$ cat src/rtl/dmx_frame_loader.sv
// Packs host channel bytes into 16-bit words for the DMX transmitter RAM and
// requests transmission on frame end. Optional build macro: DMX_AUTO_REFRESH_EN.
module dmx_frame_loader #(
  parameter int MAX_CHANNELS   = 512,
  parameter int BUSY_TIMEOUT   = 16,
  parameter int REFRESH_CYCLES = 24000000
) (
  input  logic        i_clk,
  input  logic        i_rst,
  input  logic [7:0]  i_byte,
  input  logic        i_byte_valid,
  output logic        o_byte_ready,
  input  logic        i_frame_end,
  input  logic        i_dmx_busy,
  output logic [7:0]  o_write_addr,
  output logic [15:0] o_write_data,
  output logic        o_write_strobe,
  output logic [9:0]  o_channel_count,
  output logic        o_start_strobe,
  output logic        o_overflow
);

  localparam int               TMR_W    = $clog2(BUSY_TIMEOUT + 1);
  localparam logic [9:0]       MAX_IDX  = 10'(MAX_CHANNELS);
  localparam logic [TMR_W-1:0] TMR_LAST = TMR_W'(BUSY_TIMEOUT - 1);

  typedef enum logic [2:0] {
    WAIT_IDLE,
    FILL,
    FLUSH,
    ARM,
    SENT
  } state_t;

  state_t           state_q, state_d;
  logic [9:0]       idx_q, idx_d;
  logic [7:0]       hi_q, hi_d;
  logic             ready_q, ready_d;
  logic             wr_stb_q, wr_stb_d;
  logic [7:0]       addr_q, addr_d;
  logic [15:0]      data_q, data_d;
  logic [9:0]       cnt_q, cnt_d;
  logic             start_q, start_d;
  logic             ovf_q, ovf_d;
  logic [TMR_W-1:0] tmr_q, tmr_d;
  logic             accept;

`ifdef DMX_AUTO_REFRESH_EN
  localparam logic [24:0] REF_LAST = 25'(REFRESH_CYCLES - 1);
  logic [24:0] ref_q, ref_d;
  logic        sent_q, sent_d;
  logic        rfr_q, rfr_d;
`else
  // Refresh period only matters when automatic retransmission is built in.
  logic unused_refresh;
  assign unused_refresh = |25'(REFRESH_CYCLES);
`endif

  assign accept = i_byte_valid & ready_q;

  always_ff @(posedge i_clk) begin
    if (i_rst) begin
      state_q  <= WAIT_IDLE;
      idx_q    <= '0;
      ready_q  <= 1'b0;
      wr_stb_q <= 1'b0;
      addr_q   <= '0;
      data_q   <= '0;
      cnt_q    <= '0;
      start_q  <= 1'b0;
      ovf_q    <= 1'b0;
      tmr_q    <= '0;
`ifdef DMX_AUTO_REFRESH_EN
      ref_q    <= '0;
      sent_q   <= 1'b0;
      rfr_q    <= 1'b0;
`endif
    end else begin
      state_q  <= state_d;
      idx_q    <= idx_d;
      ready_q  <= ready_d;
      wr_stb_q <= wr_stb_d;
      addr_q   <= addr_d;
      data_q   <= data_d;
      cnt_q    <= cnt_d;
      start_q  <= start_d;
      ovf_q    <= ovf_d;
      tmr_q    <= tmr_d;
`ifdef DMX_AUTO_REFRESH_EN
      ref_q    <= ref_d;
      sent_q   <= sent_d;
      rfr_q    <= rfr_d;
`endif
    end
    hi_q <= hi_d;
  end

  always_comb begin
    state_d  = state_q;
    idx_d    = idx_q;
    hi_d     = hi_q;
    wr_stb_d = 1'b0;
    addr_d   = addr_q;
    data_d   = data_q;
    cnt_d    = cnt_q;
    start_d  = 1'b0;
    ovf_d    = ovf_q;
    tmr_d    = tmr_q;
`ifdef DMX_AUTO_REFRESH_EN
    ref_d    = ref_q;
    sent_d   = sent_q;
    rfr_d    = rfr_q;
`endif
    case (state_q)
      WAIT_IDLE: begin
        if (!i_dmx_busy) begin
          state_d = FILL;
          idx_d   = '0;
          ovf_d   = 1'b0;
        end
      end
      FILL: begin
        if (accept) begin
          if (idx_q == MAX_IDX) begin
            ovf_d = 1'b1;
          end else begin
            idx_d = idx_q + 10'd1;
            if (!idx_q[0]) begin
              hi_d = i_byte;
            end else begin
              wr_stb_d = 1'b1;
              addr_d   = idx_q[8:1];
              data_d   = {hi_q, i_byte};
            end
          end
        end
        if (i_frame_end) begin
          state_d = FLUSH;
        end
`ifdef DMX_AUTO_REFRESH_EN
        // Idle between frames: resend the last frame once the period elapses.
        if (accept) begin
          ref_d = '0;
        end else if (!i_frame_end && sent_q && idx_q == '0) begin
          if (ref_q == REF_LAST) begin
            ref_d   = '0;
            rfr_d   = 1'b1;
            state_d = ARM;
          end else begin
            ref_d = ref_q + 25'd1;
          end
        end
`endif
      end
      FLUSH: begin
        if (idx_q[0]) begin
          wr_stb_d = 1'b1;
          addr_d   = idx_q[8:1];
          data_d   = {hi_q, 8'h00};
        end
        state_d = (idx_q == '0) ? WAIT_IDLE : ARM;
      end
      ARM: begin
        if (!i_dmx_busy) begin
          start_d = 1'b1;
          tmr_d   = '0;
          state_d = SENT;
`ifdef DMX_AUTO_REFRESH_EN
          cnt_d   = rfr_q ? cnt_q : idx_q;
          sent_d  = 1'b1;
          rfr_d   = 1'b0;
          ref_d   = '0;
`else
          cnt_d   = idx_q;
`endif
        end
      end
      SENT: begin
        // Busy may lag the strobe (divided transmitter clock); give up after the timeout.
        if (i_dmx_busy || tmr_q == TMR_LAST) begin
          state_d = WAIT_IDLE;
        end else begin
          tmr_d = tmr_q + TMR_W'(1);
        end
      end
      default: state_d = WAIT_IDLE;
    endcase
    ready_d = (state_d == FILL);
  end

  assign o_byte_ready    = ready_q;
  assign o_write_strobe  = wr_stb_q;
  assign o_write_addr    = addr_q;
  assign o_write_data    = data_q;
  assign o_channel_count = cnt_q;
  assign o_start_strobe  = start_q;
  assign o_overflow      = ovf_q;

endmodule

$ cat config.mk
export PLATFORM = sky130hd
export DESIGN_NAME = dmx_frame_loader
export DESIGN_NICKNAME = d
export VERILOG_FILES = /design/src/rtl/dmx_frame_loader.sv
export SDC_FILE = /design/constraint.sdc
export NUM_CORES = 1
export LEC_CHECK = 0
export BUFFER_PORTS_ARGS = -buffer_cell sky130_fd_sc_hd__buf_4
export CAP_MARGIN = 0
export CORE_UTILIZATION = 41
export DETAILED_ROUTE_END_ITERATION = 8
export PLACE_DENSITY = 0.73
export REMOVE_ABC_BUFFERS = 1
export SYNTH_ARGS = -nofsm -noshare
export SYNTH_HDL_FRONTEND = slang
export SYNTH_SLANG_ARGS = --single-unit
$ cat constraint.sdc
create_clock -name i_clk -period 3.46 [get_ports i_clk]
set_clock_uncertainty 0.05 [all_clocks]
set_input_delay 0.519 -clock i_clk [delete_from_list [all_inputs] [get_ports i_clk]]
set_output_delay 0.519 -clock i_clk [all_outputs]
set_load 0.01 [all_outputs]
# Word level (Yosys, flattened, before mapping)
# Index checks and enable logic that the tools add are counted.
dict set report word_totals {
  regBits 64
  in_bits 13
  output_inout_bits 38
  wordCells 78
}
dict set report classes {
  reduce_logical 14
  mux 31
  n_addsub 2
  n_bitwise 5
  n_eq_ne 15
}
# cell n
set ops {}
lappend ops {{2-to-1 mux 16 bit} 4}
lappend ops {{case mux 16 bit (2 select lines)} 1}
lappend ops {{2-to-1 mux 10 bit} 3}
lappend ops {{2-to-1 mux 8 bit} 3}
lappend ops {{case mux 10 bit (2 select lines)} 1}
lappend ops {{inequality test 2 bit (second input constant)} 8}
lappend ops {{case mux 8 bit (2 select lines)} 1}
lappend ops {{case mux 3 bit (5 select lines)} 1}
lappend ops {{2-to-1 mux 3 bit} 4}
lappend ops {{AND reduction 4 bit} 3}
lappend ops {{adder 10 x 1 -> 10 bit (second input constant)} 1}
lappend ops {{equality test 10 bit (second input constant)} 1}
lappend ops {{zero test 10 bit} 1}
lappend ops {{2-to-1 mux 5 bit} 2}
lappend ops {{case mux 5 bit (2 select lines)} 1}
lappend ops {{2-to-1 mux 1 bit} 7}
lappend ops {{equality test 3 x 1 -> 1 bit (second input constant)} 2}
lappend ops {{equality test 3 x 2 -> 1 bit (second input constant)} 2}
lappend ops {{AND reduction 3 bit} 2}
lappend ops {{nonzero test 2 bit} 3}
lappend ops {{adder 5 x 1 -> 5 bit (second input constant)} 1}
lappend ops {{equality test 5 x 4 -> 1 bit (second input constant)} 1}
lappend ops {{AND reduction 5 bit} 1}
lappend ops {{inverter 1 bit} 4}
lappend ops {{other kinds (8)} 9}

# Longest topological paths before layout
# Gate-level depths: netlist of run 1.
dict set report depth {
  ltp_word 5
  mapped_depth 8
  ltp_nobuf 6
}

# Least setup slack after synthesis of run 1
# No wires, ideal clock.
dict set report synth_path {
  kind {register to register}
  startpoint {register idx_q[0]}
  endpoint {register data_q[0], in the netlist o_write_data[0]}
  arrival_ns 1.797
  synth_period_minus_slack_ns 1.919
  path_buffers 2
  slack_ns 1.541
  path_stages_with_launch 9
  setup_ns 0.072
  t_required_ns 3.338
  path_cell_list {dfxtp_1 inv_1 ha_1 nor4b_2 a311oi_1 o21a_1 buf_6 buf_6 mux2i_1}
}
dict set report synth_between {
  elab_chain_cells 3
  word_cells_on_any_way 5
  cone_classes {eq/ne (4); reduce/logical (1)}
}
# item line_no
set synth_lines {}
lappend synth_lines {{start: declaration} 36} ;# logic [9:0] idx_q, idx_d;
lappend synth_lines {{start signal: assignment} 80} ;# idx_q <= idx_d;
lappend synth_lines {{equality test 10 bit} 124} ;# if (idx_q == MAX_IDX) begin
lappend synth_lines {{inequality test 2 bit (no source line)} -}
lappend synth_lines {{AND reduction 5 bit (no source line) (*)} -}
lappend synth_lines {{end signal: assignment} 84} ;# data_q <= data_d;
lappend synth_lines {{end: declaration} 41} ;# logic [15:0] data_q, data_d;
# Mark *: on every way between the ends. The rest lies on a longest branch, timed or not.
# A chain may end at the register's enable or synchronous reset.

# Worst setup path after layout of run 1
dict set report layout_path {
  startpoint {register idx_q[0]}
  endpoint {register data_q[1], in the netlist o_write_data[1]}
}
# The elaborated chain is that of the path after synthesis.

==> flow_summary.yaml, run 1 <==
cts:
  cts_repair_resize_count: 0
  worstSkewPairLatency_ns: 0.34
  clk_pin_slew_worst_setup_hold_paths_ns: 0.08
  post_cts_hold_buffer_count: 0
  cts.repair_timing.setup_buffer_count: 0
  cts_buffers: 9
  cts_sinks: 64
  ctsLongestPathBuffers: 2
  clock_tree.root_cell: "clkbuf_8"
  cts_tree: "built"
  cts_max_level: 3
grt:
  met3_usage: 0.0374
  grt_pass1_vias: 1922
  grtUsageTotal: 0.166
  grt_most_used_layer: "met2"
  grt_remaining_overflow: 0
  grt_antenna_before_repair: 0
  pin_count_of_the_biggest_net_entering_global_routing: 67
  grt_first_pass_wirelength_mm: 9.26
  gr-usage-met2: 0.257
  global_route.usage.met1: 0.221
critical_path:
  cp-startpoint: "idx_q[0]$_SDFFE_PP0P_"
  critPathRequiredTime_ns: 3.67
  crit_path_max_fanout: 20
  launch_instance_of_the_worst_register_to_register_path: "idx_q[0]$_SDFFE_PP0P_"
  worstPathArrival_ns: 2.71
  setup.worst_path.end_class: "flip-flop"
  crit_type: "reg2reg"
  kind_of_start_point_of_the_critical_path: "flip-flop"
worst_hold_path:
  timing.hold.worst.start: "i_byte[2]"
  worst_hold_path_type: "in2reg"
logic_synthesis:
  synthMostInstantiatedCell: "dfxtp_1"
  synth.yosys.seq_area_share: 0.487
  yosys_warnings: 0
  async_flop_share: 0
  edff_count_synth: 8
  synth_top_cells_by_count: "dfxtp_1, nand2b_1, nand2_1"
  distinct_cell_type_count_of_the_synthesized_netlist: 40
  ys_dominant_reg_cell: "dfxtp_1"
  synthCells: 288
  synth.largest_area_cell: "dfxtp_1"
  synth_area_leaders: "dfxtp_1, nand2b_1, mux2i_1"
  post_synth_top_area_share: 0.401
  syn_area_sq_um: 2790
  avgSynthCellArea_sq_um: 9.70
  synth_seq_cells: 64
drt:
  wirelength_mm: 5.73
  routed_wire_length_per_instance_microns: 13.8
  post-route-drc-count: 8
  routed_via_density: 5.12
  vias: 2125
  dr.first_iter.drc_count: 137
  ant_nets: 0
  drtPass1Iterations: 6
floorplan:
  chipWidth_microns: 84.6
  design.core.area_sq_um: 6460
  rows: 29
  boundaryPins: 51
  die_area_sq_um: 7150
  die_height_microns: 84.6
  initial_core_util: 0.433
final_layout:
  fill_cells: 611
  antenna_cells_inserted: 0
  nets: 350
  final_layout_size_suffix_gt1_frac: 0.210
  synthesis_to_finish_area_growth_pct: 21.4
sta:
  timing.final.max_slew_violations: 0
  grt_setup_unrepaired: "false"
  worstMarginPinSlew_ns: 0.865
  setup_tns_ns: 0
  setup-violations-final: 0
  clock.fmax_mhz: 400
  whs_ns: 0.310
  slew_headroom: 0.422
  final_hold_viol_count: 0
  min_period_over_period: 0.723
  fin_crit_ns: 2.50
outcome:
  failed_checks: "design-rule violations"
  status: "complete, but fails checks"
job:
  drv.max_cap_violation_count: 0
placed_design:
  dpl.hpwl_mm: 3.77
  quantity_of_i_o_buffers_inserted_on_ports: 50
  gpl.final_weighted_congestion: 0.824
pwr:
  leakagePower_nw: 1.23
  ir_worst_vdd_uv: 244
  power.density_cell_area_nw_per_um2: 459
## sequential cells by signal (all words and copies together) (netlist names)
signal / flops
o_write_data: 16
idx_q: 10
o_channel_count: 10
hi_q: 8
o_write_addr: 8
tmr_q: 5
state_q: 3
o_byte_ready: 1
o_overflow: 1
o_start_strobe: 1
o_write_strobe: 1
## critical path, cell delays in order, from the launching register on
cell	delay [ns]
dfxtp_1	0.46
inv_1	0.09
ha_1	0.20
nor4b_2	0.18
a311oi_1	0.38
o21a_1	0.42
buf_4	0.40
mux2i_1	0.24
## per-layer routing
layer / routed length (microns) / share of wire / up-vias
li1: - / - / 1073
met1: 2710 / 0.47 / 992
met2: 2670 / 0.47 / 50
met3: 250 / 0.044 / 10
met4: 95 / 0.017 / 0
met5: 0 / 0 / -
## final timing paths
check | end | slack [ns] | cells past startpoint
worst max-delay path | o_write_data[1]$_SDFFE_PP0P_ | 0.96 | 7
worst min-delay path | hi_q[2]$_DFFE_PP_ | 0.31 | 1
worst max register to register | o_write_data[1]$_SDFFE_PP0P_ | 0.96 | 7
worst min register to register | o_channel_count[9]$_SDFFE_PP0P_ | 0.41 | 2
## final cells by class
type	count	area, sq um	share of cell area
Sequential cell	64	1360	0.401
Multi-Input combinational cell	199	1290	0.381
Timing Repair Buffer	52	390	0.115
Clock buffer	13	160	0.0472
Tap cell	77	96.3	0.0284
Clock inverter	3	65.1	0.0192
Inverter	7	26.3	0.00775
## layout by cell type, fill, tap and decap left out, drive strengths merged, types with 3 or more instances in the layout
master / netlist / routed
xnor2: 5 / 5
buf: 8 / 52
nor3: 4 / 4
nor2b: 3 / 3
mux2i: 25 / 25
nand3: 5 / 5
or3: 6 / 6
nor2: 15 / 15
ha: 4 / 4
inv: 7 / 7
nand2: 34 / 34
a21oi: 17 / 17
a2111oi: 4 / 4
o21ai: 5 / 5
a311oi: 3 / 3
clkbuf: 10 / 13
dfxtp: 56 / 56
nand2b: 41 / 41
edfxtp: 8 / 8
or2: 3 / 3
nand4: 5 / 5
nor4: 3 / 3
## logic make-up (layout without fill, tap and decap cells)
group | count (synthesis) | after routing | share of synthesized area
AOI/OAI and AO/OA | 38 | 38 | 0.0905
xor gates and xnor gates | 5 | 5 | 0.0157
adders and majority gates | 4 | 4 | 0.0179
muxes | 26 | 26 | 0.0936
and+or+nand+nor | 126 | 126 | 0.245
DFF | 64 | 64 | 0.487
buffers and inverters | 25 | 75 | 0.0506
## power breakdown
group / switching (W) / leakage, nW / internal, W / total, W
clock network: 0.000280 / 0.113 / 0.000450 / 0.000730
registers: 0.00000597 / 0.524 / 0.000756 / 0.000762
logic: 0.0000363 / 0.591 / 0.0000291 / 0.0000653
total: 0.000323 / 1.23 / 0.00123 / 0.00156
## metrics by stage
step	util	instances	cell area [sq um]	power [W]	setup WS, ns
detailed placement	0.490	399	3170	0.000845	0.936
global route	0.525	415	3390	0.00161	0.732
finish	0.525	415	3390	0.00156	0.960
floorplan	-	270	2680	0.000812	1.00
global placement	0.490	399	3170	0.000843	1.06
CTS	0.525	415	3390	0.00157	0.931
(Power assumes the default switching activity.)
==> run 2, diff against run 1 <==
--- a/config.mk
+++ b/config.mk
@@ -9,7 +9,7 @@
 export CAP_MARGIN = 0
 export CORE_UTILIZATION = 41
 export DETAILED_ROUTE_END_ITERATION = 8
-export PLACE_DENSITY = 0.73
+export PLACE_DENSITY = 0.75
 export REMOVE_ABC_BUFFERS = 1
 export SYNTH_ARGS = -nofsm -noshare
 export SYNTH_HDL_FRONTEND = slang
==> constraint.sdc (replaced) <==
create_clock -name i_clk -period 2.2 [get_ports i_clk]
set_clock_uncertainty 0.05 [all_clocks]
set_input_delay 0.33 -clock i_clk [delete_from_list [all_inputs] [get_ports i_clk]]
set_output_delay 0.33 -clock i_clk [all_outputs]
set_load 0.01 [all_outputs]
==> flow_summary.yaml, run 2 (same netlist as run 1, synthesis figures left out) <==
cts:
  cts_tree: "built"
  ctsLongestPathBuffers: 2
  cts.repair_timing.setup_buffer_count: 0
  worstSkewPairLatency_ns: 0.33
  post_cts_hold_buffer_count: 0
  cts_max_level: 3
  cts_buffers: 9
  clock_tree.root_cell: "clkbuf_8"
  cts_sinks: 64
  cts_repair_resize_count: 0
  clk_pin_slew_worst_setup_hold_paths_ns: 0.07
grt:
  pin_count_of_the_biggest_net_entering_global_routing: 67
  gr-usage-met2: 0.267
  grtUsageTotal: 0.166
  grt_pass1_vias: 1998
  grt_most_used_layer: "met2"
  grt_remaining_overflow: 0
  grt_antenna_before_repair: 0
  grt_first_pass_wirelength_mm: 9.20
  met3_usage: 0.0521
  global_route.usage.met1: 0.201
placed_design:
  quantity_of_i_o_buffers_inserted_on_ports: 50
  dpl.hpwl_mm: 3.74
  gpl.final_weighted_congestion: 0.833
pwr:
  ir_worst_vdd_uv: 469
  power.density_cell_area_nw_per_um2: 684
  leakagePower_nw: 1.25
critical_path:
  worst-r2r-cell-count: 7
  critPathRequiredTime_ns: 2.40
  crit_path_max_fanout: 25
  launch_instance_of_the_worst_register_to_register_path: "idx_q[0]$_SDFFE_PP0P_"
  setup.worst_path.end_class: "flip-flop"
  cp-startpoint: "idx_q[0]$_SDFFE_PP0P_"
  kind_of_start_point_of_the_critical_path: "flip-flop"
  r2r_setup_slack_ns: 0.18
  critical_path.reg2reg.endpoint: "o_write_data[1]$_SDFFE_PP0P_"
  worstPathArrival_ns: 2.22
  crit_type: "reg2reg"
final_layout:
  finish.utilization: 0.530
  fill_cells: 585
  synthesis_to_finish_area_growth_pct: 22.6
  final_layout_size_suffix_gt1_frac: 0.224
  max_reg_flops: 16
  mostFrequentLayoutCells: "dfxtp_1, buf_4, nand2b_1, nand2_1, mux2i_1"
  nets: 355
  antenna_cells_inserted: 0
floorplan:
  design.core.area_sq_um: 6460
  initial_core_util: 0.433
  die_height_microns: 84.6
  die_area_sq_um: 7150
  rows: 29
  boundaryPins: 51
  chipWidth_microns: 84.6
worst_hold_path:
  timing.hold.worst.start: "i_byte[5]"
  whs_path_depth: 1
  worst_hold_path_type: "in2reg"
  holdPathEnd: "hi_q[5]$_DFFE_PP_"
sta:
  worstMarginPinSlew_ns: 0.609
  setup-violations-final: 0
  timing.final.max_slew_violations: 0
  slew_headroom: 0.592
  grt_setup_unrepaired: "false"
  final_hold_viol_count: 0
  setup_tns_ns: 0
  min_period_over_period: 0.917
  clock.fmax_mhz: 496
  fin_crit_ns: 2.02
drt:
  ant_nets: 0
  drtPass1Iterations: 6
  vias: 2107
  routed_via_density: 5.02
  wirelength_mm: 5.53
  routed_wire_length_per_instance_microns: 13.2
  dr.first_iter.drc_count: 102
  post-route-drc-count: 2
job:
  drv.max_cap_violation_count: 0
outcome:
  failed_checks: "design-rule violations"
  status: "complete, but fails checks"
-- run 2: cell type report --
cell class / instances / area [sq um] / share of cell area
Timing Repair Buffer: 57 / 440 / 0.129
Clock buffer: 14 / 173 / 0.0504
Inverter: 7 / 26.3 / 0.00767
Multi-Input combinational cell: 199 / 1290 / 0.377
Tap cell: 77 / 96.3 / 0.0281
Clock inverter: 2 / 37.5 / 0.0110
Sequential cell: 64 / 1360 / 0.397
-- run 2: worst max-delay path by stage --
stage / endpoint / slack, ns / cells past startpoint
after floorplan: o_write_addr[0]$_SDFFE_PP0P_ / -0.26 / 6
after global placement: tmr_q[1]$_SDFFE_PP0P_ / 0.27 / 6
after detailed placement: hi_q[0]$_DFFE_PP_ / 0.18 / 5
after CTS: o_write_data[1]$_SDFFE_PP0P_ / 0.16 / 7
after global routing: o_write_data[1]$_SDFFE_PP0P_ / 0.03 / 7
final: o_write_data[1]$_SDFFE_PP0P_ / 0.18 / 7
-- run 2: per-stage QoR --
stage	hold WS, ns	setup slack, ns	power (W)	instance area (sq um)	cells
floorplan	0.349	-0.256	0.00128	2680	270
global placement	0.394	0.266	0.00133	3220	404
detailed placement	0.399	0.182	0.00133	3220	404
CTS	0.110	0.159	0.00237	3430	420
global route	0.108	0.0299	0.00244	3430	420
finish	0.126	0.183	0.00234	3430	420
-- run 2: routing by layer --
metal  up-vias  part of all wire  routed length (microns)
met5         -                 0                        0
met4         0             0.014                       80
met3         7             0.048                      265
met2        44              0.48                     2630
met1       969              0.46                     2550
li1       1087                 -                        -
-- run 2: where the power goes --
group          switching (W)  total, W  internal (W)
Sequential        0.00000835   0.00120       0.00119
Combinational      0.0000586  0.000107     0.0000485
Clock               0.000421   0.00104      0.000617
-- run 2: worst max-delay path: stages, from the launching register on --
cell and delay, ns:
dfxtp_1 0.32, inv_1 0.05, ha_1 0.18, nor4b_2 0.18
a311oi_1 0.46, o21a_1 0.24, buf_12 0.22, mux2i_1 0.22
==> run 3, diff against run 2 <==
--- a/config.mk
+++ b/config.mk
@@ -5,6 +5,7 @@
 export SDC_FILE = /design/constraint.sdc
 export NUM_CORES = 1
 export LEC_CHECK = 0
+export ABC_AREA = 1
 export BUFFER_PORTS_ARGS = -buffer_cell sky130_fd_sc_hd__buf_4
 export CAP_MARGIN = 0
 export CORE_UTILIZATION = 41
==> flow_summary.yaml, run 3 <==
final_layout:
  mostFrequentLayoutCell: "nand2_1"
  antenna_cells_inserted: 0
  nets: 451
  max_reg_flops: 16
  mostFrequentLayoutCells: "nand2_1, nor2_1, dfxtp_1, buf_4"
  fill_cells: 671
  final-seq-area_sq_um: 1360
  synthesis_to_finish_area_growth_pct: 21.8
  multi_input_comb_area_sq_um: 1330
  final_layout_size_suffix_gt1_frac: 0.214
logic_synthesis:
  synth_area_leaders: "dfxtp_1, nand2_1, edfxtp_1"
  distinct_cell_type_count_of_the_synthesized_netlist: 30
  edff_count_synth: 8
  synth.yosys.seq_area_share: 0.466
  post_synth_top_area_share: 0.384
  synth_seq_cells: 64
  async_flop_share: 0
  synth.largest_area_cell: "dfxtp_1"
  yosys_warnings: 0
  synthMostInstantiatedCell: "nand2_1"
  syn_area_sq_um: 2920
  ys_dominant_reg_cell: "dfxtp_1"
  synth_top_cells_by_count: "nand2_1, dfxtp_1, nor2_1"
  avgSynthCellArea_sq_um: 7.57
  synthCells: 386
drt:
  routed_via_density: 4.90
  wirelength_mm: 6.47
  vias: 2623
  routed_wire_length_per_instance_microns: 12.1
  post-route-drc-count: 0
  ant_nets: 0
  drtPass1Iterations: 5
  dr.first_iter.drc_count: 137
pwr:
  clock_power_share: 0.421
  power.density_cell_area_nw_per_um2: 737
  post-layout-total-power_w: 0.00262
  power_report.internal_total_w: 0.00195
  ir_worst_vdd_uv: 301
  comb_power_share: 0.108
  switching_power_w: 0.000670
  switching_fraction_of_total_power: 0.256
  leakagePower_nw: 1.51
  seq_power_share: 0.471
outcome:
  status: "finished clean"
floorplan:
  chipWidth_microns: 86.4
  die_area_sq_um: 7470
  initial_core_util: 0.428
  boundaryPins: 51
  rows: 30
  die_height_microns: 86.4
  design.core.area_sq_um: 6830
sta:
  setup-violations-final: 0
  timing.final.max_slew_violations: 0
  slew_headroom: 0.719
  clock.fmax_mhz: 566
  setup_tns_ns: 0
  final_hold_viol_count: 0
  final.setup.worst_slack_ns: 0.432
  min_period_over_period: 0.804
  worstMarginPinSlew_ns: 0.421
  fin_crit_ns: 1.77
  grt_setup_unrepaired: "false"
grt:
  grt_first_pass_wirelength_mm: 10.6
  grt_pass1_vias: 2288
  pin_count_of_the_biggest_net_entering_global_routing: 46
  grt_antenna_before_repair: 0
  grtUsageTotal: 0.181
  grt_remaining_overflow: 0
placed_design:
  preCtsSetupSlack_ns: 0.449
  gpl.final_weighted_congestion: 0.913
  dpl.hpwl_mm: 4.56
  quantity_of_i_o_buffers_inserted_on_ports: 50
cts:
  cts_buffers: 9
  worstSkewPairLatency_ns: 0.34
  cts_max_level: 3
  clock_tree.root_cell: "clkbuf_8"
  clk_pin_slew_worst_setup_hold_paths_ns: 0.08
  cts_repair_resize_count: 0
  cts_sinks: 64
  ctsLongestPathBuffers: 2
  cts.repair_timing.setup_buffer_count: 0
  post_cts_hold_buffer_count: 0
  cts_tree: "built"
critical_path:
  critPathRequiredTime_ns: 2.16
  setup.worst_path.end_class: "flip-flop"
  crit_path_max_fanout: 8
  crit_type: "reg2reg"
  worstPathArrival_ns: 1.72
  kind_of_start_point_of_the_critical_path: "flip-flop"
worst_hold_path:
  worst_hold_path_type: "in2reg"
job:
  drv.max_cap_violation_count: 0
-- run 3: changes by cell type in the layout (fill, tap and decap cells not counted), moves of 6 or more --
cell,before,now
nand2_1,34,88
nand2b_1,41,0
nor2_1,15,56
nand3_1,5,36
mux2i_1,25,0
a21oi_1,17,36
inv_1,7,25
inv_2,0,10
nand3b_1,0,8
o21ai_0,5,13
or3_1,6,0
-- run 3: logic make-up (layout without fill, tap and decap cells) --
logic type,count (synthesis),count (layout),synth area share
and+or+nand+nor,210,210,0.330
DFF,64,64,0.466
buffers and inverters,51,104,0.0801
xor gates and xnor gates,3,3,0.00900
adders and majority gates,4,4,0.0171
AOI/OAI and AO/OA,54,54,0.0976
-- run 3: per-layer routing --
layer / vias to the layer above / part of all wire / track usage / wire, microns
met5: - / 0 / 0 / 0
met4: 0 / 0.020 / 0.0788 / 129
met3: 14 / 0.054 / 0.0533 / 349
met2: 83 / 0.46 / 0.274 / 2990
met1: 1175 / 0.46 / 0.241 / 3010
li1: 1351 / - / - / -
-- run 3: layout make-up --
cell class	instances	area share
tap	96	0.0338
timing repair buffer	52	0.110
clock inverter	7	0.0267
sequential	64	0.383
clock buffer	9	0.0348
multi-input combinational	271	0.373
inverter	36	0.0394
-- run 3: worst paths after layout --
| kind | cells after the start | from | end | slack [ns] |
|---|---|---|---|---|
| worst max register to register | 7 | idx_q[0]$_SDFFE_PP0P_ | hi_q[5]$_DFFE_PP_ | 0.43 |
| worst min-delay path | 1 | i_byte[1] | hi_q[1]$_DFFE_PP_ | 0.13 |
| worst max-delay path | 7 | idx_q[0]$_SDFFE_PP0P_ | hi_q[5]$_DFFE_PP_ | 0.43 |
| worst min register to register | 2 | o_write_data[14]$_SDFFE_PP0P_ | o_write_data[14]$_SDFFE_PP0P_ | 0.43 |
-- run 3: power by group through the flow --
stage	Sequential [W]	Combinational [W]	Clock [W]
after floorplan	0.00126	0.000177	0
after global placement	0.00126	0.000278	0
after detailed placement	0.00126	0.000283	0
after CTS	0.00123	0.000284	0.00113
after global routing	0.00124	0.000318	0.00118
final	0.00123	0.000283	0.00110
-- run 3: critical path, cell delays in order (launching register included) --
cell and delay, ns:
dfxtp_1 0.44, inv_1 0.13, ha_1 0.22, nand2_1 0.07, nor2_1 0.05, nand3_2 0.09, nand4_1 0.11, inv_1 0.28
-- run 3: through the flow --
stage / hold slack [ns] / util / instances / instance area, sq um
floorplan: 0.342 / - / 371 / 2830
global placement: 0.411 / 0.489 / 519 / 3340
detailed placement: 0.420 / 0.489 / 519 / 3340
CTS: 0.115 / 0.521 / 535 / 3560
global route: 0.107 / 0.521 / 535 / 3560
finish: 0.126 / 0.521 / 535 / 3560
